==> config.mk <==
export PLATFORM = sky130hd
export DESIGN_NAME = rom_load_ctrl_flat
export DESIGN_NICKNAME = d
export VERILOG_FILES = /design/src/rtl/blockade_pkg.sv /design/src/rtl/rom_load_ctrl_if.sv /design/src/rtl/rom_load_ctrl.sv /design/src/flat_wrapper.sv
export SDC_FILE = /design/constraint.sdc
export NUM_CORES = 1
export LEC_CHECK = 0
export CORE_MARGIN = 2
export CORE_UTILIZATION = 55
export DETAILED_ROUTE_END_ITERATION = 10
export DONT_BUFFER_PORTS = 1
export PLACE_DENSITY_LB_ADDON = 0.08
export SYNTH_ARGS = -nofsm -noshare
export SYNTH_HDL_FRONTEND = slang
export SYNTH_SLANG_ARGS = --single-unit
export TNS_END_PERCENT = 1
==> constraint.sdc <==
create_clock -name clk_sys -period 2.2 [get_ports clk_sys]
set_input_delay 0.33 -clock clk_sys [delete_from_list [all_inputs] [get_ports clk_sys]]
set_output_delay 0.33 -clock clk_sys [all_outputs]
set_load 0.005 [all_outputs]
==> src/rtl/blockade_pkg.sv <==
// Shared types and constants for the Blockade-family ROM loader.
package blockade_pkg;

   typedef enum logic [2:0] {
      IDLE  = 3'd0,
      LOAD  = 3'd1,
      WRITE = 3'd2,
      HOLD  = 3'd3,
      RUN   = 3'd4
   } state_t;

   localparam logic [1:0] GAME_BLOCKADE = 2'd0;
   localparam logic [1:0] GAME_COMOTION = 2'd1;
   localparam logic [1:0] GAME_HUSTLE   = 2'd2;
   localparam logic [1:0] GAME_BLASTO   = 2'd3;

   localparam logic [7:0] IDX_ROM  = 8'd0;
   localparam logic [7:0] IDX_MODE = 8'd1;

endpackage

==> src/rtl/rom_load_ctrl_if.sv <==
// Loader (ioctl) side bus: the loader is master, the ROM load controller is slave.
interface rom_load_ctrl_if;

   logic        ioctl_download;
   logic        ioctl_wr;
   logic [24:0] ioctl_addr;
   logic [7:0]  ioctl_dout;
   logic [7:0]  ioctl_index;
   logic        ioctl_wait;

   modport master (
      output ioctl_download, ioctl_wr, ioctl_addr, ioctl_dout, ioctl_index,
      input  ioctl_wait
   );

   modport slave (
      input  ioctl_download, ioctl_wr, ioctl_addr, ioctl_dout, ioctl_index,
      output ioctl_wait
   );

endinterface

==> src/rtl/rom_load_ctrl.sv <==
// ROM download controller: stretches loader bytes into core writes and sequences core reset.
// Optional running byte checksum enabled by defining ROM_LOAD_CHECKSUM_EN.
module rom_load_ctrl
   import blockade_pkg::*;
#(
   parameter int ADDR_W      = 14,
   parameter int HOLD_CYCLES = 16,
   parameter int WR_CYCLES   = 2
) (
   input  logic              clk_sys,
   input  logic              reset_n,
   input  logic              user_reset,
   rom_load_ctrl_if.slave    ioctl,
   output logic [ADDR_W-1:0] dn_addr,
   output logic [7:0]        dn_data,
   output logic              dn_wr,
   output logic [1:0]        game_mode,
   output logic              core_reset,
   output logic              rom_loaded,
   output logic              addr_err,
   output logic [15:0]       checksum
);

   localparam logic [2:0] WR_LAST   = 3'(WR_CYCLES - 1);
   localparam logic [7:0] HOLD_LAST = 8'(HOLD_CYCLES - 1);

   state_t     state;
   logic [7:0] hold_cnt;
   logic [2:0] wr_cnt;
   logic       dl_done;
   logic       addr_ok;
   logic       enter_load;
   logic       accept;
   logic       mode_wr;

   assign addr_ok    = (ioctl.ioctl_addr >> ADDR_W) == '0;
   assign enter_load = (state == IDLE || state == RUN || state == HOLD) &&
                       ioctl.ioctl_download && (ioctl.ioctl_index == IDX_ROM);
   assign accept     = (state == LOAD) && ioctl.ioctl_download && ioctl.ioctl_wr &&
                       (ioctl.ioctl_index == IDX_ROM) && addr_ok;
   // Strobes during a stall are dropped, mode writes included.
   assign mode_wr    = ioctl.ioctl_wr && (ioctl.ioctl_index == IDX_MODE) && (state != WRITE);

   assign ioctl.ioctl_wait = (state == WRITE);
   assign dn_wr            = (state == WRITE);
   assign core_reset       = (state != RUN) || user_reset;

   always_ff @(posedge clk_sys or negedge reset_n) begin
      if (!reset_n) begin
         state      <= IDLE;
         hold_cnt   <= '0;
         wr_cnt     <= '0;
         dl_done    <= 1'b0;
         dn_addr    <= '0;
         dn_data    <= '0;
         game_mode  <= GAME_BLOCKADE;
         rom_loaded <= 1'b0;
         addr_err   <= 1'b0;
      end else begin
         if (mode_wr)
            game_mode <= ioctl.ioctl_dout[1:0];
         case (state)
            IDLE, RUN, HOLD: begin
               if (enter_load) begin
                  state      <= LOAD;
                  rom_loaded <= 1'b0;
                  addr_err   <= 1'b0;
                  dl_done    <= 1'b0;
               end else if (mode_wr && state != HOLD) begin
                  state    <= HOLD;
                  hold_cnt <= '0;
               end else if (state == HOLD) begin
                  if (hold_cnt == HOLD_LAST) begin
                     // A mode-only restart must not claim a ROM is present.
                     if (dl_done)
                        rom_loaded <= 1'b1;
                     state <= RUN;
                  end else begin
                     hold_cnt <= hold_cnt + 8'd1;
                  end
               end
            end
            LOAD: begin
               if (!ioctl.ioctl_download) begin
                  state    <= HOLD;
                  hold_cnt <= '0;
                  dl_done  <= 1'b1;
               end else if (accept) begin
                  dn_addr <= ioctl.ioctl_addr[ADDR_W-1:0];
                  dn_data <= ioctl.ioctl_dout;
                  wr_cnt  <= '0;
                  state   <= WRITE;
               end else if (ioctl.ioctl_wr && ioctl.ioctl_index == IDX_ROM) begin
                  addr_err <= 1'b1;
               end
            end
            WRITE: begin
               if (wr_cnt == WR_LAST) begin
                  wr_cnt <= '0;
                  if (ioctl.ioctl_download) begin
                     state <= LOAD;
                  end else begin
                     state    <= HOLD;
                     hold_cnt <= '0;
                     dl_done  <= 1'b1;
                  end
               end else begin
                  wr_cnt <= wr_cnt + 3'd1;
               end
            end
            default: state <= IDLE;
         endcase
      end
   end

`ifdef ROM_LOAD_CHECKSUM_EN
   always_ff @(posedge clk_sys or negedge reset_n) begin
      if (!reset_n)
         checksum <= '0;
      else if (enter_load)
         checksum <= '0;
      else if (accept)
         checksum <= checksum + {8'h00, ioctl.ioctl_dout};
   end
`else
   assign checksum = '0;
`endif

endmodule

==> src/flat_wrapper.sv <==
// flat-port wrapper written by rule: the top's interface ports become plain ports
module rom_load_ctrl_flat import blockade_pkg::*;
#(
   parameter int ADDR_W      = 14,
   parameter int HOLD_CYCLES = 16,
   parameter int WR_CYCLES   = 2
)
  (clk_sys, reset_n, user_reset, dn_addr, dn_data, dn_wr, game_mode, core_reset, rom_loaded, addr_err, checksum, ioctl_ioctl_download, ioctl_ioctl_wr, ioctl_ioctl_addr, ioctl_ioctl_dout, ioctl_ioctl_index, ioctl_ioctl_wait);
  rom_load_ctrl_if ioctl_i ();
  input  logic clk_sys;
  input  logic reset_n;
  input  logic user_reset;
  output logic [ADDR_W-1:0] dn_addr;
  output logic [7:0] dn_data;
  output logic dn_wr;
  output logic [1:0] game_mode;
  output logic core_reset;
  output logic rom_loaded;
  output logic addr_err;
  output logic [15:0] checksum;
  input wire logic [$bits(ioctl_i.ioctl_download)-1:0] ioctl_ioctl_download;
  input wire logic [$bits(ioctl_i.ioctl_wr)-1:0] ioctl_ioctl_wr;
  input wire logic [$bits(ioctl_i.ioctl_addr)-1:0] ioctl_ioctl_addr;
  input wire logic [$bits(ioctl_i.ioctl_dout)-1:0] ioctl_ioctl_dout;
  input wire logic [$bits(ioctl_i.ioctl_index)-1:0] ioctl_ioctl_index;
  output wire logic [$bits(ioctl_i.ioctl_wait)-1:0] ioctl_ioctl_wait;
  assign ioctl_i.ioctl_download = ioctl_ioctl_download;
  assign ioctl_i.ioctl_wr = ioctl_ioctl_wr;
  assign ioctl_i.ioctl_addr = ioctl_ioctl_addr;
  assign ioctl_i.ioctl_dout = ioctl_ioctl_dout;
  assign ioctl_i.ioctl_index = ioctl_ioctl_index;
  assign ioctl_ioctl_wait = ioctl_i.ioctl_wait;
  rom_load_ctrl #(.ADDR_W(ADDR_W), .HOLD_CYCLES(HOLD_CYCLES), .WR_CYCLES(WR_CYCLES)) u_core (.clk_sys(clk_sys), .reset_n(reset_n), .user_reset(user_reset), .ioctl(ioctl_i), .dn_addr(dn_addr), .dn_data(dn_data), .dn_wr(dn_wr), .game_mode(game_mode), .core_reset(core_reset), .rom_loaded(rom_loaded), .addr_err(addr_err), .checksum(checksum));
endmodule
==> results of run 1 <==
==> cell type report <==
cell class / count / share of cell area (%)
clock buffers: 7 / 4.14
flip-flops and latches: 41 / 44.1
multi-input cells: 144 / 45.3
clock inverters: 1 / 0.377
repair buffers: 6 / 2.58
well taps: 50 / 2.69
inverters: 5 / 0.807
==> state kept, by name, summed over array words and instances (netlist names) <==
| signal | count |
|---|---|
| u_core.wr_cnt | 3 |
| u_core.dl_done | 1 |
| u_core.state | 3 |
| u_core.rom_loaded | 1 |
| u_core.hold_cnt | 8 |
| u_core.game_mode | 2 |
| u_core.dn_data | 8 |
| u_core.dn_addr | 14 |
| u_core.addr_err | 1 |
==> critical path, stage by stage (launching register included) <==
cell and delay, ps:
dfrtp_1 480, nor2b_1 210, nand2_1 150, or3_1 400, buf_4 260, mux2_4 340
==> metal layers <==
| layer | part of all wire [%] | wire, microns |
|---|---|---|
| met3 | 10 | 433 |
| met1 | 39 | 1620 |
| met5 | 0 | 0 |
| met2 | 49 | 2040 |
| met4 | 1.2 | 48 |
==> worst min-delay path by stage <==
stage | startpoint | end | slack (ps) | cells after the start
2_1_floorplan | reset_n | u_core.addr_err | 30 | 0
3_3_place_gp | reset_n | u_core.rom_loaded | 40 | 0
3_5_place_dp | reset_n | u_core.rom_loaded | 40 | 0
4_1_cts | ioctl_ioctl_addr[11] | u_core.dn_addr[11] | 170 | 1
5_1_grt | ioctl_ioctl_addr[11] | u_core.dn_addr[11] | 160 | 1
6_report | ioctl_ioctl_dout[0] | u_core.dn_data[0] | 180 | 1
==> metrics by stage <==
step	power [mW]	hold WS, ps	cell area [sq um]	cells
after floorplan	1.50	34.4	2280	213
after global placement	1.62	35.4	2190	244
after detailed placement	1.66	35.4	2190	244
after CTS	2.23	170	2320	254
after global routing	2.38	158	2320	254
final	2.21	179	2320	254
==> logic make-up (layout without fill, tap and decap cells) <==
logic type,Yosys count,count (layout)
other,1,16
adder cells (fa/ha/maj),1,1
flip-flops,41,41
AND/OR/NAND/NOR,59,59
multiplexers,26,26
AO/OA/AOI/OAI,42,42
buffers and inverters,28,19
==> cell usage in the layout (no fill, tap or decap), types with 2 or more instances in the layout <==
cell,count
nand3_1,6
clkbuf_8,7
a21oi_1,8
o22a_1,6
buf_4,4
and2_1,2
o21ai_0,13
dfrtp_1,41
conb_1,16
nor4b_1,2
mux2_2,9
nor2_1,12
nand2_1,12
mux2_4,17
inv_1,5
a21o_1,2
a31oi_1,4
nor2b_1,6
and3_1,3
or3_1,2
nor4_1,2
nand2b_1,3
==> power breakdown <==
part / internal [mW] / total [mW] / switching (mW)
Combinational: 0.311 / 0.707 / 0.396
Clock: 0.290 / 0.547 / 0.257
Sequential: 0.846 / 0.958 / 0.111
==> repair_timing <==
item / in CTS / in global routing
gates resized for setup: 0 / 0
endpoints found under the hold margin: 41 / 0
hold buffers: 2 / 0
==> qor.csv, run 1 <==
stage;metric;value;unit
outcome;outcome;completed;
floorplanning;start_util;56.5;%
setup_path;reg2regPathDepth;5;
global_route;grt_busiest_layer;met2;
setup_path;required;2370;ps
setup_path;crit_end;u_core.dn_data[3];
setup_path;r2r_setup_slack;240;ps
setup_path;crit_type;reg -> reg;
placed_design;place_hpwl;3120;microns
drt;drtIter0Drc;130;
setup_path;critPathLaunchType;flop;
synth;syn_area;2230;sq um
cells_and_area;syn_to_final_growth;4.44;%
synth;synth_cell_types;44;
synth;synth-edff-count;0;
synth;synth_mux_area_share;16.0;%
sta;period_minus_slack;1960;ps
synth;synth-adder-area-share;0.562;%
global_route;grt_first_pass_wirelength;6830;microns
global_route;gr-total-overflow;0;
cells_and_area;drive_gt1_share;21.6;%
sta;slew_viol_final;0;
synth;netlist_top_cells_count;dfrtp_1, buf_4, mux2_4;
power;p_leak;1.19;nW
drt;post_drt_wl_per_cell;16.3;microns
drt;dr_total_vias;1548;
setup_path;end_kind;flop;
sta;period_share;89.1;%
setup_path;r2r_start;u_core.state[2];
floorplanning;die_y;67.6;microns
synth;synth_top_cell_by_area;dfrtp_1;
global_route;grtUsageTotal;20.2;%
sta;fmax;510;MHz
synth;ys_seq_area_share;46.1;%
sta;maxSlewHeadroom;65.8;%
synth;ys_seq_elements;41;
cts;cts.htree.levels;2;
floorplanning;design.core.area;3940;sq um
global_route;grt_max_degree;42;
sta;setup_tns;0;ps
cells_and_area;finalCoreUtilization;59.0;%
cts;cts-root-buf;clkbuf_8;
synth;ys_async_sr_fraction;100;%
job;maxCapViolCount;0;
drt;finalWirelength;4150;microns
floorplanning;die_x;67.6;microns
synth;ys_warn_count;0;
synth;synth_flop_cell;dfrtp_1;
cts;cts_tree;built;
synth;synthDominantCellAreaShare;46.1;%
floorplanning;rows;23;
setup_path;critPathLaunch;u_core.state[2];
sta;setup_viol;0;
drt;drt_first_pass_iters;4;
cts;insertion_delay;290;ps
cts;postCtsSetupBuffers;0;
floorplanning;ios;91;
synth;synth_compound_area_share;12.4;%
power;cellPowerDensity;951;nW/um^2
cts;clk_pin_slew_worst_paths;80;ps
global_route;grt_pass1_vias;1534;
placed_design;place.gp.congestion;0.985;
cells_and_area;diodes;0;
cts;cts_made_buffers;5;
sta;skew;8.74;ps
setup_path;arrival;2140;ps
cells_and_area;multi_input_area;1050;sq um
worst_hold_path;hp-class;in -> reg;
drt;drc_errors;0;
synth;synthCells;198;
global_route;gr-usage-met2;32.5;%
global_route;met3_usage;7.33;%
placed_design;pre_cts_ws;226;ps
global_route;antenna_found_initial;0;
cells_and_area;nNetsFinal;250;
cts;cts_buffer_depth;2;
setup_path;path_max_fanout;25;
sta;worst_slack;239;ps
cts;cts_sinks;41;
setup_path;r2r_end;u_core.dn_data[3];
power;irDropWorstVdd;0.460;mV
global_route;use_met1;24.6;%
sta;worstMarginPinSlew;505;ps
synth;syn_avg_cell_area;11.2;sq um
drt;ant_nets;0;
cells_and_area;nFillCells;314;
synth;yosysMostFrequentCell;dfrtp_1;
cells_and_area;seq_area;1030;sq um
drt;via_per_inst;6.09;
synth;synthSimpleGateAreaFrac;15.6;%
floorplanning;dieArea;4570;sq um
synth;synth-xor-area-share;0;%
synth;synth_top_family_by_area;multiplexers;
synth;synth_area_leaders;dfrtp_1, mux2_4, buf_4;
sta;rsz0062_at_grt;no;
placed_design;io_buffer_count;0;
sta;finalHoldViolCount;0;
Note: power is estimated with default switching activity, not from simulation.
==> run 2, diff against run 1 <==
--- a/config.mk
+++ b/config.mk
@@ -10,6 +10,7 @@
 export DETAILED_ROUTE_END_ITERATION = 10
 export DONT_BUFFER_PORTS = 1
 export PLACE_DENSITY_LB_ADDON = 0.08
+export SETUP_SLACK_MARGIN = 0.02
 export SYNTH_ARGS = -nofsm -noshare
 export SYNTH_HDL_FRONTEND = slang
 export SYNTH_SLANG_ARGS = --single-unit
==> constraint.sdc (replaced) <==
create_clock -name clk_sys -period 2.2 [get_ports clk_sys]
set_input_delay 0.22 -clock clk_sys [delete_from_list [all_inputs] [get_ports clk_sys]]
set_output_delay 0.22 -clock clk_sys [all_outputs]
set_load 0.005 [all_outputs]
==> run 2 against run 1 <==
Effect of this change: non-clock buffer count decreased by 2; sequential power is 2% higher; critical path depth is the same; critical path type unchanged; setup slack worse by 48 ps; critical endpoint is now u_core.hold_cnt[1]; worst hold slack worse by 110 ps; via count decreased by 3.3%.
==> qor.csv, run 2 (synthesis gave the netlist of run 1 again) <==
stage;metric;value;unit;change
cells_and_area;drive_gt1_share;21.3;%;-0.28 points
floorplanning;die_y;67.6;microns;unchanged
sta;period_minus_slack;2010;ps;+47.9 ps
sta;rsz0062_at_grt;no;;
sta;setup_viol;0;;unchanged
global_route;grt_pass1_vias;1449;;-5.5%
cts;cts.htree.levels;2;;unchanged
setup_path;critPathLaunchType;flop;;
drt;dr_total_vias;1497;;-3.3%
global_route;gr-usage-met2;31.9;%;-0.61 points
setup_path;crit_type;reg -> reg;;
sta;setup_tns;0;ps;unchanged
sta;skew;6.39;ps;-2.34 ps
placed_design;pre_cts_ws;171;ps;-55.1 ps
global_route;grt_busiest_layer;met2;;
floorplanning;ios;91;;unchanged
global_route;use_met1;23.2;%;-1.4 points
power;irDropWorstVdd;0.543;mV;+18%
cells_and_area;syn_to_final_growth;3.32;%;
cts;clk_pin_slew_worst_paths;80;ps;about the same
cts;cts_sinks;41;;unchanged
floorplanning;die_x;67.6;microns;unchanged
drt;post_drt_wl_per_cell;16.4;microns;+0.57%
cts;cts_made_buffers;5;;unchanged
floorplanning;rows;23;;unchanged
cells_and_area;diodes;0;;unchanged
sta;worst_slack;191;ps;-47.9 ps
cts;cts-root-buf;clkbuf_8;;
placed_design;place.gp.congestion;0.896;;-9.1%
setup_path;arrival;2190;ps;+50 ps
drt;ant_nets;0;;unchanged
job;maxCapViolCount;0;;unchanged
cells_and_area;nNetsFinal;248;;-0.80%
setup_path;path_cells;or4_1 > nor2_1 > o21ai_0 > nand3_2 > mux2_2;;
floorplanning;start_util;56.5;%;unchanged
drt;drc_errors;0;;unchanged
setup_path;end_kind;flop;;
cells_and_area;reg_top3;u_core.dn_addr (14), u_core.dn_data (8), u_core.hold_cnt (8);;
global_route;antenna_found_initial;0;;unchanged
global_route;gr-total-overflow;0;;unchanged
cells_and_area;final_cell_mix;dfrtp_1, mux2_4, conb_1;;
sta;slew_viol_final;0;;unchanged
sta;finalHoldViolCount;0;;unchanged
global_route;grtUsageTotal;20.0;%;-0.28 points
cts;cts_buffer_depth;2;;unchanged
setup_path;path_max_fanout;8;;-68%
cells_and_area;largest_reg_flops;14;;unchanged
global_route;met3_usage;8.33;%;+1.0 points
drt;drtIter0Drc;97;;-25%
power;cellPowerDensity;925;nW/um^2;-2.7%
cells_and_area;top_register;u_core.dn_addr;;
power;p_leak;1.17;nW;-1.4%
outcome;outcome;completed;;
global_route;grt_max_degree;42;;unchanged
sta;period_share;91.3;%;+2.2 points
setup_path;slowest_delay;510;ps;+30 ps
placed_design;io_buffer_count;0;;unchanged
cells_and_area;layout_commonest_cell;dfrtp_1;;
sta;fmax;498;MHz;-2.4%
cts;cts_tree;built;;
setup_path;required;2380;ps;about the same
cts;insertion_delay;290;ps;about the same
worst_hold_path;hp-class;in -> reg;;
drt;finalWirelength;4140;microns;-0.22%
setup_path;slowest_stage;or4_1;;
drt;drt_first_pass_iters;4;;unchanged
power;report.power.total;2.13;mW;-3.8%
floorplanning;design.core.area;3940;sq um;unchanged
placed_design;place_hpwl;3050;microns;-2.2%
floorplanning;dieArea;4570;sq um;unchanged
global_route;grt_first_pass_wirelength;6680;microns;-2.2%
drt;via_per_inst;5.94;;-2.5%
run 2: worst max-delay path, delay by kind of cell (launching register included):
family / cells / cell delay, ps
AND/OR/NAND/NOR: 3 / 950
flip-flops: 1 / 440
multiplexers: 1 / 360
AO/OA/AOI/OAI: 1 / 150
run 2: stage by stage:
stage	util, %	area [sq um]	instances	hold slack (ps)
floorplan	-	2280	213	-75.6
global placement	55.2	2170	242	-74.7
detailed placement	55.2	2170	242	-74.5
CTS	58.2	2290	252	59.8
global route	58.3	2300	252	49.5
finish	58.3	2300	252	68.4
run 2: final cells by class:
| type | count | area, sq um |
|---|---|---|
| fill | 322 | 1640 |
| multi-input combinational | 144 | 1060 |
| tap | 50 | 62.6 |
| clock inverter | 3 | 21.3 |
| timing repair buffer | 4 | 45.0 |
| inverter | 5 | 18.8 |
| clock buffer | 5 | 68.8 |
| sequential | 41 | 1030 |
run 2: power breakdown:
| part | leakage [nW] | switching (mW) | internal, mW | total [mW] |
|---|---|---|---|---|
| clock | 0.0445 | 0.266 | 0.225 | 0.491 |
| sequential | 0.554 | 0.132 | 0.846 | 0.977 |
| combinational | 0.571 | 0.377 | 0.284 | 0.660 |
| total | 1.17 | 0.774 | 1.35 | 2.13 |
run 2: worst paths after layout:
kind | startpoint | end | slack [ps] | cells past startpoint
setup / recovery | u_core.hold_cnt[4] | u_core.hold_cnt[1] | 190 | 5
hold / removal | ioctl_ioctl_addr[0] | u_core.dn_addr[0] | 70 | 1
setup reg to reg | u_core.hold_cnt[4] | u_core.hold_cnt[1] | 190 | 5
hold reg to reg | u_core.wr_cnt[2] | u_core.wr_cnt[2] | 530 | 1
max in group asynchronous | reset_n | u_core.hold_cnt[1] | 1630 | 2
min in group asynchronous | reset_n | u_core.hold_cnt[6] | 370 | 2
run 2: layer usage:
| metal | share of wire (%) | vias to the layer above |
|---|---|---|
| li1 | - | 688 |
| met1 | 38 | 707 |
| met2 | 49 | 94 |
| met3 | 12 | 8 |
| met4 | 1.2 | 0 |
| met5 | 0 | - |
run 2: timing repair:
item	in CTS	in global routing
setup endpoints to repair	0	1
buffers inserted	0	0
endpoints found under the hold margin	41	0
hold buffers	2	0
gates resized for setup	0	1
